$ cat src/rtl/ram_bwe_pkg.sv
// Shared types and constants for the ram_bwe single-port RAM.
// The optional lane parity is enabled with the RAM_BWE_PARITY_EN macro.
package ram_bwe_pkg;

    typedef enum logic [0:0] {
        ST_CLEAR = 1'b0,
        ST_IDLE  = 1'b1
    } clr_state_t;

    localparam int DEF_DATA_W = 32;
    localparam int DEF_ADDR_W = 5;
    localparam int DEF_BYTE_W = 8;

    function automatic int lane_count(input int data_w, input int byte_w);
        return data_w / byte_w;
    endfunction

endpackage

$ cat src/rtl/ram_bwe_clr_fsm.sv
// Clear engine for ram_bwe: walks every address writing zero after reset
// or on clr_req, and holds busy while doing so.
module ram_bwe_clr_fsm
    import ram_bwe_pkg::*;
#(
    parameter int ADDR_W = DEF_ADDR_W
) (
    input  logic              clk,
    input  logic              rst,
    input  logic              clr_req,
    output logic              busy,
    output logic              clr_we,
    output logic [ADDR_W-1:0] clr_addr
);

    localparam logic [ADDR_W-1:0] LAST_ADDR = {ADDR_W{1'b1}};
    localparam logic [ADDR_W-1:0] ZERO_ADDR = {ADDR_W{1'b0}};

    clr_state_t        state_r;
    logic [ADDR_W-1:0] ptr_r;
    logic              busy_r;

    // Clear sequencer: one address per cycle, re-armed by clr_req only when idle.
    always_ff @(posedge clk or posedge rst) begin
        if (rst) begin
            state_r <= ST_CLEAR;
            ptr_r   <= ZERO_ADDR;
            busy_r  <= 1'b1;
        end else begin
            case (state_r)
                ST_CLEAR: begin
                    if (ptr_r == LAST_ADDR) begin
                        state_r <= ST_IDLE;
                        ptr_r   <= ZERO_ADDR;
                        busy_r  <= 1'b0;
                    end else begin
                        ptr_r   <= ptr_r + ADDR_W'(1'b1);
                    end
                end
                ST_IDLE: begin
                    if (clr_req) begin
                        state_r <= ST_CLEAR;
                        ptr_r   <= ZERO_ADDR;
                        busy_r  <= 1'b1;
                    end
                end
                default: begin
                    state_r <= ST_CLEAR;
                    ptr_r   <= ZERO_ADDR;
                    busy_r  <= 1'b1;
                end
            endcase
        end
    end

    assign busy     = busy_r;
    assign clr_we   = (state_r == ST_CLEAR);
    assign clr_addr = ptr_r;

endmodule

$ cat src/rtl/ram_bwe.sv
// Parametrised single-port RAM with byte enables, registered read and clear engine.
// Define RAM_BWE_PARITY_EN to add per-lane even parity and the parity_err output.
module ram_bwe
    import ram_bwe_pkg::*;
#(
    parameter int DATA_W = DEF_DATA_W,
    parameter int ADDR_W = DEF_ADDR_W,
    parameter int BYTE_W = DEF_BYTE_W
) (
    input  logic                                   clk,
    input  logic                                   rst,
    input  logic                                   ena,
    input  logic                                   wena,
    input  logic [lane_count(DATA_W, BYTE_W)-1:0]  be,
    input  logic [ADDR_W-1:0]                      addr,
    input  logic [DATA_W-1:0]                      data_in,
    input  logic                                   clr_req,
    output logic [DATA_W-1:0]                      data_out,
    output logic                                   rd_valid,
    output logic                                   busy
`ifdef RAM_BWE_PARITY_EN
    ,
    output logic                                   parity_err
`endif
);

    localparam int NB    = lane_count(DATA_W, BYTE_W);
    localparam int DEPTH = 2 ** ADDR_W;

    logic [DATA_W-1:0] mem_r [DEPTH];
    logic [DATA_W-1:0] data_out_r;
    logic              rd_valid_r;

    logic              busy_s;
    logic              clr_we_s;
    logic [ADDR_W-1:0] clr_addr_s;
    logic              clr_wr_s;
    logic              wr_s;
    logic              rd_s;

    ram_bwe_clr_fsm #(
        .ADDR_W   (ADDR_W)
    ) u_clr_fsm (
        .clk      (clk),
        .rst      (rst),
        .clr_req  (clr_req),
        .busy     (busy_s),
        .clr_we   (clr_we_s),
        .clr_addr (clr_addr_s)
    );

    // Access qualification: clear engine and a fresh clr_req both pre-empt user accesses.
    always_comb begin
        clr_wr_s = 1'b0;
        wr_s     = 1'b0;
        rd_s     = 1'b0;
        if (rst) begin
            clr_wr_s = 1'b0;
        end else if (clr_we_s) begin
            clr_wr_s = 1'b1;
        end else if (ena && !clr_req) begin
            wr_s = wena;
            rd_s = !wena;
        end else begin
            wr_s = 1'b0;
            rd_s = 1'b0;
        end
    end

    // Array write port; contents are never reset, only zeroed by the clear engine.
    always_ff @(posedge clk) begin
        if (clr_wr_s) begin
            mem_r[clr_addr_s] <= {DATA_W{1'b0}};
        end else if (wr_s) begin
            for (int k = 0; k < NB; k++) begin
                if (be[k]) begin
                    mem_r[addr][k*BYTE_W +: BYTE_W] <= data_in[k*BYTE_W +: BYTE_W];
                end
            end
        end
    end

`ifdef RAM_BWE_PARITY_EN
    logic [NB-1:0] par_r [DEPTH];
    logic          parity_err_r;

    function automatic logic [NB-1:0] lane_parity(input logic [DATA_W-1:0] word);
        logic [NB-1:0] p;
        for (int k = 0; k < NB; k++) begin
            p[k] = ^word[k*BYTE_W +: BYTE_W];
        end
        return p;
    endfunction

    // Parity side-array, updated lane-for-lane with the data array.
    always_ff @(posedge clk) begin
        if (clr_wr_s) begin
            par_r[clr_addr_s] <= {NB{1'b0}};
        end else if (wr_s) begin
            for (int k = 0; k < NB; k++) begin
                if (be[k]) begin
                    par_r[addr][k] <= ^data_in[k*BYTE_W +: BYTE_W];
                end
            end
        end
    end

    // Parity check registered alongside the read data.
    always_ff @(posedge clk or posedge rst) begin
        if (rst) begin
            parity_err_r <= 1'b0;
        end else if (rd_s) begin
            parity_err_r <= |(lane_parity(mem_r[addr]) ^ par_r[addr]);
        end else begin
            parity_err_r <= 1'b0;
        end
    end

    assign parity_err = parity_err_r;
`endif

    // Registered read port; data_out holds between reads.
    always_ff @(posedge clk or posedge rst) begin
        if (rst) begin
            data_out_r <= {DATA_W{1'b0}};
            rd_valid_r <= 1'b0;
        end else begin
            rd_valid_r <= rd_s;
            if (rd_s) begin
                data_out_r <= mem_r[addr];
            end
        end
    end

    assign data_out = data_out_r;
    assign rd_valid = rd_valid_r;
    assign busy     = busy_s;

endmodule

$ cat config.mk
export PLATFORM = sky130hd
export DESIGN_NAME = ram_bwe
export DESIGN_NICKNAME = d
export VERILOG_FILES = /design/src/rtl/ram_bwe_pkg.sv /design/src/rtl/ram_bwe_clr_fsm.sv /design/src/rtl/ram_bwe.sv
export SDC_FILE = /design/constraint.sdc
export NUM_CORES = 1
export LEC_CHECK = 0
export CORE_MARGIN = 5
export CORE_UTILIZATION = 50
export DETAILED_ROUTE_END_ITERATION = 8
export PLACE_DENSITY = 0.74
export SLEW_MARGIN = 20
export SYNTH_ARGS = -nofsm -noshare
export SYNTH_HDL_FRONTEND = slang
export SYNTH_SLANG_ARGS = --single-unit
$ cat constraint.sdc
create_clock -name clk -period 5 [get_ports clk]
set_input_delay 1 -clock clk [delete_from_list [all_inputs] [get_ports clk]]
set_output_delay 1 -clock clk [all_outputs]
set_load 0.02 [all_outputs]
; Yosys cells after proc, flatten, opt, wreduce, memory -nomap -nowiden
; Memories as Yosys holds them, arrays and structs flattened. A register that Yosys moved wholly into a read port is not among the register bits.
; Cells that the tools add are included.
[classes]
add_sub_neg = 1
n_reduce_logical = 5
n_mux = 38
n_bitwise = 1
eq_ne = 3
[ops]
columns = operator, n
row1 = 32-bit two-way mux, 1
row2 = 32-bit OR reduction, 1
row3 = 1-bit two-way mux, 30
row4 = 5-bit two-way mux, 3
row5 = 5-bit one-hot mux with 2 select lines, 1
row6 = 5-bit by 1-bit adder with 5-bit output (second input constant), 1
row7 = 5-bit == test (second input constant), 1
row8 = 4-bit two-way mux, 1
row9 = 1-bit one-hot mux with 2 select lines, 2
row10 = 1-bit zero test, 2
row11 = 2-bit by 1-bit inequality test with 1-bit output (second input constant), 1
row12 = 2-bit inequality test (second input constant), 1
row13 = 2-bit AND reduction, 1
row14 = 1-bit logical AND, 1
row15 = 1-bit NOT, 1
[totals]
memories = 1
register_bits = 8
input_bits = 46
output_inout_bits = 34
ram_bits = 1024
wordCells = 53
[memory_table]
columns = memory, depth, width, rd, rd_clocked_by_memory_dff, write_ports, line
row1 = mem_r, 32, 32, 1, 1, 1, ram_bwe.sv:30  ; logic [DATA_W-1:0] mem_r [DEPTH];

; Depth between registers and ports, before layout
; Gate-level depths: netlist (run 1).
[logic_depth]
word_depth = 10
depth_mapped = 9
ltp_nobuf = 6

; Modules after synthesis
; Synthesis (run 1) repeated with hierarchy kept, for this count alone.
[unflattened]
hier_cells = 2410
hier_area_um2 = 42602.1
[by_module_without_submodules]
columns = mod, n_inst, cells_per_inst, area_each_um2
row1 = ram_bwe, 1, 2378, 42269.3
row2 = ram_bwe_clr_fsm, 1, 32, 332.8

; Worst setup path before layout (run 1)
; OpenSTA, ideal clock, no wires.
[synth_timing]
kind = input-to-reg
start = input port be[0]
end = memory mem_r[29][16] (netlist bit), enable pin
cell_stages = 7
t_arrival_ns = 2.879
setup_slack_ns = 1.751
n_path_buf = 2
required_time_ns = 4.630
setup_ns = 0.370
cell_sequence = or4_1 -> and3_4 -> mux2i_4 -> or2_2 -> buf_4 -> buf_4 -> nor2_1
[synth_between]
elab_chain_cells = 6
elab_cells_between_ends = 7
cone_classes = mux: 6 / reduce/logical: 1
[synth_rtl]
columns = item, line
row1 = from (decl), ram_bwe.sv:14  ; input logic [lane_count(DATA_W, BYTE_W)-1:0] be,
row2 = 1-bit two-way mux (*), ram_bwe.sv:76  ; if (be[k]) begin
row3 = 1-bit two-way mux (*), ram_bwe.sv:74  ; end else if (wr_s) begin
row4 = 1-bit two-way mux (*), ram_bwe.sv:72  ; if (clr_wr_s) begin
row5 = 1-bit two-way mux (implied by the code) (*), ram_bwe.sv:77  ; mem_r[addr][k*BYTE_W +: BYTE_W] <= data_in[k*BYTE_W +: BYTE_W];
row6 = 32-bit OR reduction (no line) (*), -
row7 = 5-bit two-way mux (no line) or 4-bit two-way mux (tied branches), -
row8 = to (decl), ram_bwe.sv:30
; Mark *: on every way between the ends. The rest lies on a longest branch, timed or not.

; Final worst setup path (run 1)
[layout_timing]
start = input port clr_req
end = memory mem_r[1][17] (netlist bit), enable pin
[layout_between]
elab_chain_cells = 10
elab_cells_between_ends = 20
cone_classes = mux: 17 / reduce/logical: 3
[layout_rtl]
columns = item, line
row1 = from (decl), ram_bwe.sv:17  ; input logic clr_req,
row2 = 1-bit zero test (*), ram_bwe.sv:61  ; end else if (ena && !clr_req) begin
row3 = 1-bit logical AND (*), ram_bwe.sv:61
row4 = 1-bit two-way mux (*), ram_bwe.sv:61
row5 = 1-bit two-way mux (*), ram_bwe.sv:59  ; end else if (clr_we_s) begin
row6 = 1-bit two-way mux (*), ram_bwe.sv:57  ; if (rst) begin
row7 = 1-bit two-way mux, ram_bwe.sv:74
row8 = 1-bit two-way mux, ram_bwe.sv:72
row9 = 1-bit two-way mux (implied by the code), ram_bwe.sv:77
row10 = 32-bit OR reduction (no line), -
row11 = 5-bit two-way mux (no line) or 4-bit two-way mux (tied branches), -
; Marks and branches as above.

==> out/results.tsv, run 1 <==
stage	metric	value	unit
yosys	synth_seq_cells	1064	
finish	drive_gt1_share	13.1	%
sta	finalClockSkew	0.0219	ns
clock_network	cts.sinks	1064	
global_route	use_met2	34.8	%
power	power.total	20600	uW
global_route	grt_start_max_net_pins	94	
finish	nNetsFinal	2590	
yosys	syn_inst	2415	
critical_path	crit_buf_inv	2	
yosys	ys_top_cells_by_area	edfxtp_1, mux2i_1, dfrtp_1, a22oi_1, a22o_1	
clock_network	clk_latency	0.65	ns
finish	syn_to_final_growth	13.2	%
clock_network	post-cts-setup-buffers	0	
clock_network	post_cts_resized	0	
clock_network	cts_root_buf	clkbuf_16	
routing	ant_nets	0	
yosys	synth-edff-count	1024	
critical_path	critical_path_class	in2reg	
yosys	synthAdderAreaFrac	0.0587	%
power	power.density	428	nW/um2
routing	via_per_inst	6.05	
yosys	synthSimpleGateAreaFrac	2.84	%
critical_path	required	5.27	ns
global_route	gr-max-usage-layer	met2	
sta	max_slew_margin	23.6	%
sta	hold_viol_final	0	
critical_path	worstSetupEndpointType	flop	
yosys	synthFlopType	edfxtp_1	
floorplanning	core	84900	um2
yosys	synthArstFlopShare	3.76	%
yosys	synthMuxAreaShare	12.1	%
global_route	grt.met1_usage	30.4	%
floorplanning	dieArea	91200	um2
critical_path	crit_slowest_cell	nor2_1	
run	maxCapViolCount	0	
critical_path	crit_fanout	34	
yosys	synth.largest_area_cell	edfxtp_1	
clock_network	cts_hold_buffers	0	
clock_network	clk_pin_slew	0.06	ns
hold_path	hold_path.class	reg2reg	
yosys	synth-xor-area-share	0	%
yosys	synthesis.area	42600	um2
floorplanning	ioPinCount	80	
floorplanning	die_width	302	um
placed_design	port_buffers	79	
clock_network	htree_levels	3	
global_route	grt_util_all_layers	21.5	%
yosys	synth-compound-area-share	8.15	%
global_route	use_met3	4.17	%
placed_design	dp_hpwl	60600	um
clock_network	clockBufferDepth	3	
routing	drcViolationCount	0	
sta	fin_tns_setup	0	ns
yosys	synth_top_area_share	72.1	%
power	p_leak	0.0176	uW
critical_path	cp-start-kind	input port	
yosys	syn_area_per_cell	17.6	um2
global_route	grt_pass1_wl	148000	um
floorplanning	die_height	302	um
floorplanning	start_util	50.2	%
global_route	grt_pass1_vias	23065	
critical_path	path_cells	clkdlybuf4s50_1, and4bb_1, and3_4, buf_4, a31oi_2, nor2_1	
global_route	antenna_found_initial	3	
sta	timing_worst_slew_pin_value	1.15	ns
critical_path	critPathMaxStageDelay	0.72	ns
critical_path	crit_family	simple AND/OR/NAND/NOR gates	
yosys	synth_fp_nets	2463	
global_route	grt-ovfl-total	0	
yosys	synth_cell_types	45	
sta	max_freq	257	MHz
floorplanning	row_count	107	
yosys	synth_top_family_by_area	multiplexers	
power	vdd_drop_max	367	uV
placed_design	place.gp.congestion	0.866	
sta	rsz0062_at_grt	false	
outcome	status	finished, final reports clean	
clock_network	numCtsBuffers	99	
routing	routed_wl	99300	um
sta	fin_crit	3.88	ns
yosys	yosysSeqAreaShare	74.5	%
clock_network	cts_tree	done	
routing	dr.pass1.iters	5	
routing	wl_per_cell	26.3	um
critical_path	arrival	4.16	ns
sta	period_share	77.7	%
sta	maxSlewViolCount	0	
routing	drtIter0Drc	2490	
routing	via_count	22814	
yosys	ys_warn_count	0	
sta	setup_viol	0	
-- power by group --
group	internal [uW]	switching (uW)
combinational	811	1490
clock	4600	3190
sequential	10200	283
-- stage by stage --
stage                     utilization, %  hold WS [ns]  worst slack (ns)  area [um2]  instances
after CTS                           56.8         0.496              1.15       48200       3771
after floorplan                        -         0.505              1.75       42600       2415
after global placement              52.8         0.476             0.557       44800       3585
after global routing                56.8         0.519             0.954       48200       3771
final                               56.8         0.490              1.12       48200       3773
after detailed placement            52.8         0.480             0.457       44800       3585
-- logic make-up (layout without fill, tap and decap cells) --
group           Yosys count  count (layout)
flops                  1064            1064
compound gates          414             414
other cells               0               2
buf+inv                 168             380
fa+ha+maj                 2               2
simple gates            253             253
mux                     514             514
-- metal layers --
layer,share of wire (%),routed length (um)
met5,0.013,13
met4,2.3,2310
met3,8.7,8640
met2,48,47600
met1,41,40700
-- path summary, 6_finish.rpt --
path | slack [ns] | end | depth (start not counted) | startpoint
min in group asynchronous | 0.92 | u_clr_fsm.clr_addr[0] | 2 | rst
max in group asynchronous | 3.18 | data_out[15] | 3 | rst
hold reg to reg | 0.49 | data_out[4] | 2 | data_out[4]
hold / removal | 0.49 | data_out[4] | 2 | data_out[4]
setup / recovery | 1.12 | mem_r[1][17] | 6 | clr_req
setup reg to reg | 1.49 | mem_r[1][17] | 5 | u_clr_fsm.state_r
-- synthesized netlist by cell type (all sizes together) (2+ instances only) --
cell type	count
nor2	134
a22o	64
nor2b	7
or2	5
nand2	37
mux2i	513
o41ai	32
a21oi	70
edfxtp	1024
and3	2
a41oi	6
dfrtp	39
nor4	6
nor3	10
a221oi	64
ha	2
or4	2
inv	4
o22ai	32
nand2b	12
and2	34
a31oi	9
buf	103
o21ai	8
clkbuf	61
a22oi	128
-- worst register-to-register path, stage by stage, from the launching register on --
cell and delay [ns]:
dfrtp_1 0.53, and4bb_1 0.34, and3_4 0.53, buf_4 0.51
a31oi_2 0.51, nor2_1 0.72
-- cell type report --
| class | count | area, um2 |
|---|---|---|
| clock buffer | 123 | 2690 |
| timing repair buffer | 190 | 1720 |
| fill | 6278 | 36600 |
| tap | 1144 | 1430 |
| inverter | 4 | 15.0 |
| clock inverter | 63 | 712 |
| sequential | 1064 | 31800 |
| multi-input combinational | 1183 | 9910 |
| antenna | 2 | 5.00 |
-- placed cells by master, fill, tap and decap left out, types with 5 or more instances in the layout --
| master | count |
|---|---|
| a31oi_2 | 8 |
| buf_12 | 7 |
| and2_1 | 33 |
| a22oi_1 | 128 |
| o22ai_1 | 32 |
| clkinvlp_4 | 7 |
| a22o_1 | 64 |
| bufinv_16 | 15 |
| clkinv_1 | 15 |
| a221oi_2 | 9 |
| dfrtp_1 | 39 |
| o41ai_2 | 32 |
| buf_4 | 104 |
| clkinv_2 | 20 |
| nand2_1 | 36 |
| o21ai_0 | 8 |
| clkbuf_1 | 16 |
| nand2b_1 | 10 |
| a41oi_2 | 6 |
| clkbuf_16 | 103 |
| nor3_1 | 6 |
| nor2b_1 | 5 |
| nor2_1 | 133 |
| edfxtp_1 | 1024 |
| a21oi_1 | 69 |
| mux2i_1 | 512 |
| a221oi_1 | 55 |
| clkdlybuf4s50_1 | 78 |
-- sequential cells by signal (all words and copies together) (netlist names) --
name                count
mem_r                1024
u_clr_fsm.state_r       1
rd_valid                1
u_clr_fsm.busy          1
u_clr_fsm.clr_addr      5
data_out               32
Power figures use the tool's default switching activity.
==> run 2: changes to the inputs <==
clock period = 4 ns   (was 5 ns; I/O delays follow)
==> out/results.tsv, run 2 (synthesis gave the netlist of run 1 again) <==
stage	metric	value	unit
outcome	status	finished, final reports clean	
global_route	grt-ovfl-total	0	
sta	timing_worst_slew_pin_value	1.16	ns
critical_path	cp-start-kind	input port	
floorplanning	die_width	302	um
finish	final_common_cell	edfxtp_1	
global_route	grt_start_max_net_pins	66	
clock_network	post-cts-setup-buffers	0	
run	maxCapViolCount	0	
sta	setup_slack	0.589	ns
finish	layout_common_cells	edfxtp_1, mux2i_1, buf_4, nor2_1, a22oi_1	
finish	regMostFlops	mem_r	
critical_path	crit_fanout	9	
sta	setup_viol	0	
placed_design	dp.cells	3681	
sta	rsz0062_at_grt	false	
power	power_frac_comb	11.8	%
global_route	grt_pass1_wl	147000	um
floorplanning	row_count	107	
global_route	grt_util_all_layers	21.4	%
finish	nFillCells	6202	
routing	drtIter0Drc	2272	
sta	fin_crit	3.41	ns
floorplanning	core	84900	um2
sta	period_share	85.3	%
clock_network	numCtsBuffers	98	
sta	hold_slack	0.500	ns
hold_path	hold_path.class	reg2reg	
sta	hold_viol_final	0	
power	vdd_drop_max	416	uV
floorplanning	dieArea	91200	um2
finish	drive_gt1_share	15.7	%
routing	via_count	23058	
power	seq_power_share	51.4	%
critical_path	required	4.28	ns
clock_network	post_cts_resized	0	
clock_network	clockBufferDepth	3	
global_route	grt_pass1_vias	23228	
placed_design	port_buffers	79	
power	internal_power	19400	uW
floorplanning	start_util	50.2	%
global_route	antenna_found_initial	2	
power	clockPowerShare	36.8	%
clock_network	cts_root_buf	clkbuf_16	
power	power.density	523	nW/um2
power	p_sw_share	24.3	%
routing	drcViolationCount	0	
sta	finalClockSkew	0.0248	ns
clock_network	cts_tree	done	
placed_design	dp_hpwl	60500	um
clock_network	clk_latency	0.65	ns
finish	fin_cells	3864	
sta	fin_tns_setup	0	ns
power	p_leak	0.0181	uW
routing	dr.pass1.iters	8	
routing	ant_nets	0	
critical_path	worstSetupEndpointType	flop	
placed_design	pre_cts_ws	-0.0376	ns
finish	syn_to_final_growth	14.7	%
clock_network	htree_levels	3	
finish	largest_register_ffs	1024	
power	p_sw	6200	uW
clock_network	cts.sinks	1064	
routing	wl_per_cell	25.6	um
critical_path	critical_path_class	in2reg	
clock_network	clk_pin_slew	0.06	ns
placed_design	place.gp.congestion	0.831	
finish	final_core_util	57.6	%
sta	max_slew_margin	22.4	%
sta	maxSlewViolCount	0	
sta	max_freq	293	MHz
critical_path	arrival	3.69	ns
finish	nNetsFinal	2685	
floorplanning	ioPinCount	80	
routing	via_per_inst	5.97	
routing	routed_wl	99000	um
floorplanning	die_height	302	um
clock_network	cts_hold_buffers	0	
==> run 2: worst max-delay path, cell delays in order <==
cell	delay (ns)
clkdlybuf4s50_1	0.43
or4_1	0.54
and3_4	0.23
mux2i_4	0.62
nand2b_1	0.42
nor2_1	0.63
==> run 2: power groups by stage <==
stage	combinational, uW	sequential, uW	clock, uW
after floorplan	1650	13300	0
after global placement	2910	13300	0
after detailed placement	2990	13400	0
after CTS	3000	13100	9510
after global routing	3180	13200	9990
final	3010	13100	9410
==> run 2: worst paths after layout <==
check	startpoint	endpoint	slack (ns)	depth (start not counted)
worst max-delay path	be[0]	mem_r[18][25]	0.59	6
worst min-delay path	u_clr_fsm.busy	u_clr_fsm.busy	0.50	2
worst max register to register	u_clr_fsm.state_r	mem_r[18][25]	0.81	5
worst min register to register	u_clr_fsm.busy	u_clr_fsm.busy	0.50	2
max in group asynchronous	rst	data_out[10]	2.75	3
min in group asynchronous	rst	u_clr_fsm.clr_addr[3]	0.70	2
==> run 2: final cells by class <==
type | instances | area [um2] | share of cell area (%)
Clock buffer | 122 | 2590 | 5.30
Timing Repair Buffer | 286 | 2520 | 5.16
Tap cell | 1144 | 1430 | 2.93
Clock inverter | 60 | 654 | 1.34
Inverter | 4 | 17.5 | 0.0358
Sequential cell | 1064 | 31800 | 64.9
Antenna cell | 1 | 2.50 | 0.00512
Multi-Input combinational cell | 1183 | 9930 | 20.3
==> run 2: per-layer routing <==
metal | vias up | part of all wire [%] | wire, um | global-route usage, %
met5 | - | 0.012 | 12 | 0
met4 | 2 | 3.3 | 3230 | 7.30
li1 | 10134 | - | - | -
met1 | 11640 | 40 | 39800 | 30.1
met2 | 1093 | 48 | 47600 | 34.7
met3 | 189 | 8.4 | 8280 | 3.51
==> run 2: through the flow <==
stage | area (um2) | total power (uW)
after floorplan | 42600 | 15000
after global routing | 48900 | 26300
after detailed placement | 45700 | 16400
final | 48900 | 25600
after CTS | 48900 | 25700
after global placement | 45600 | 16300
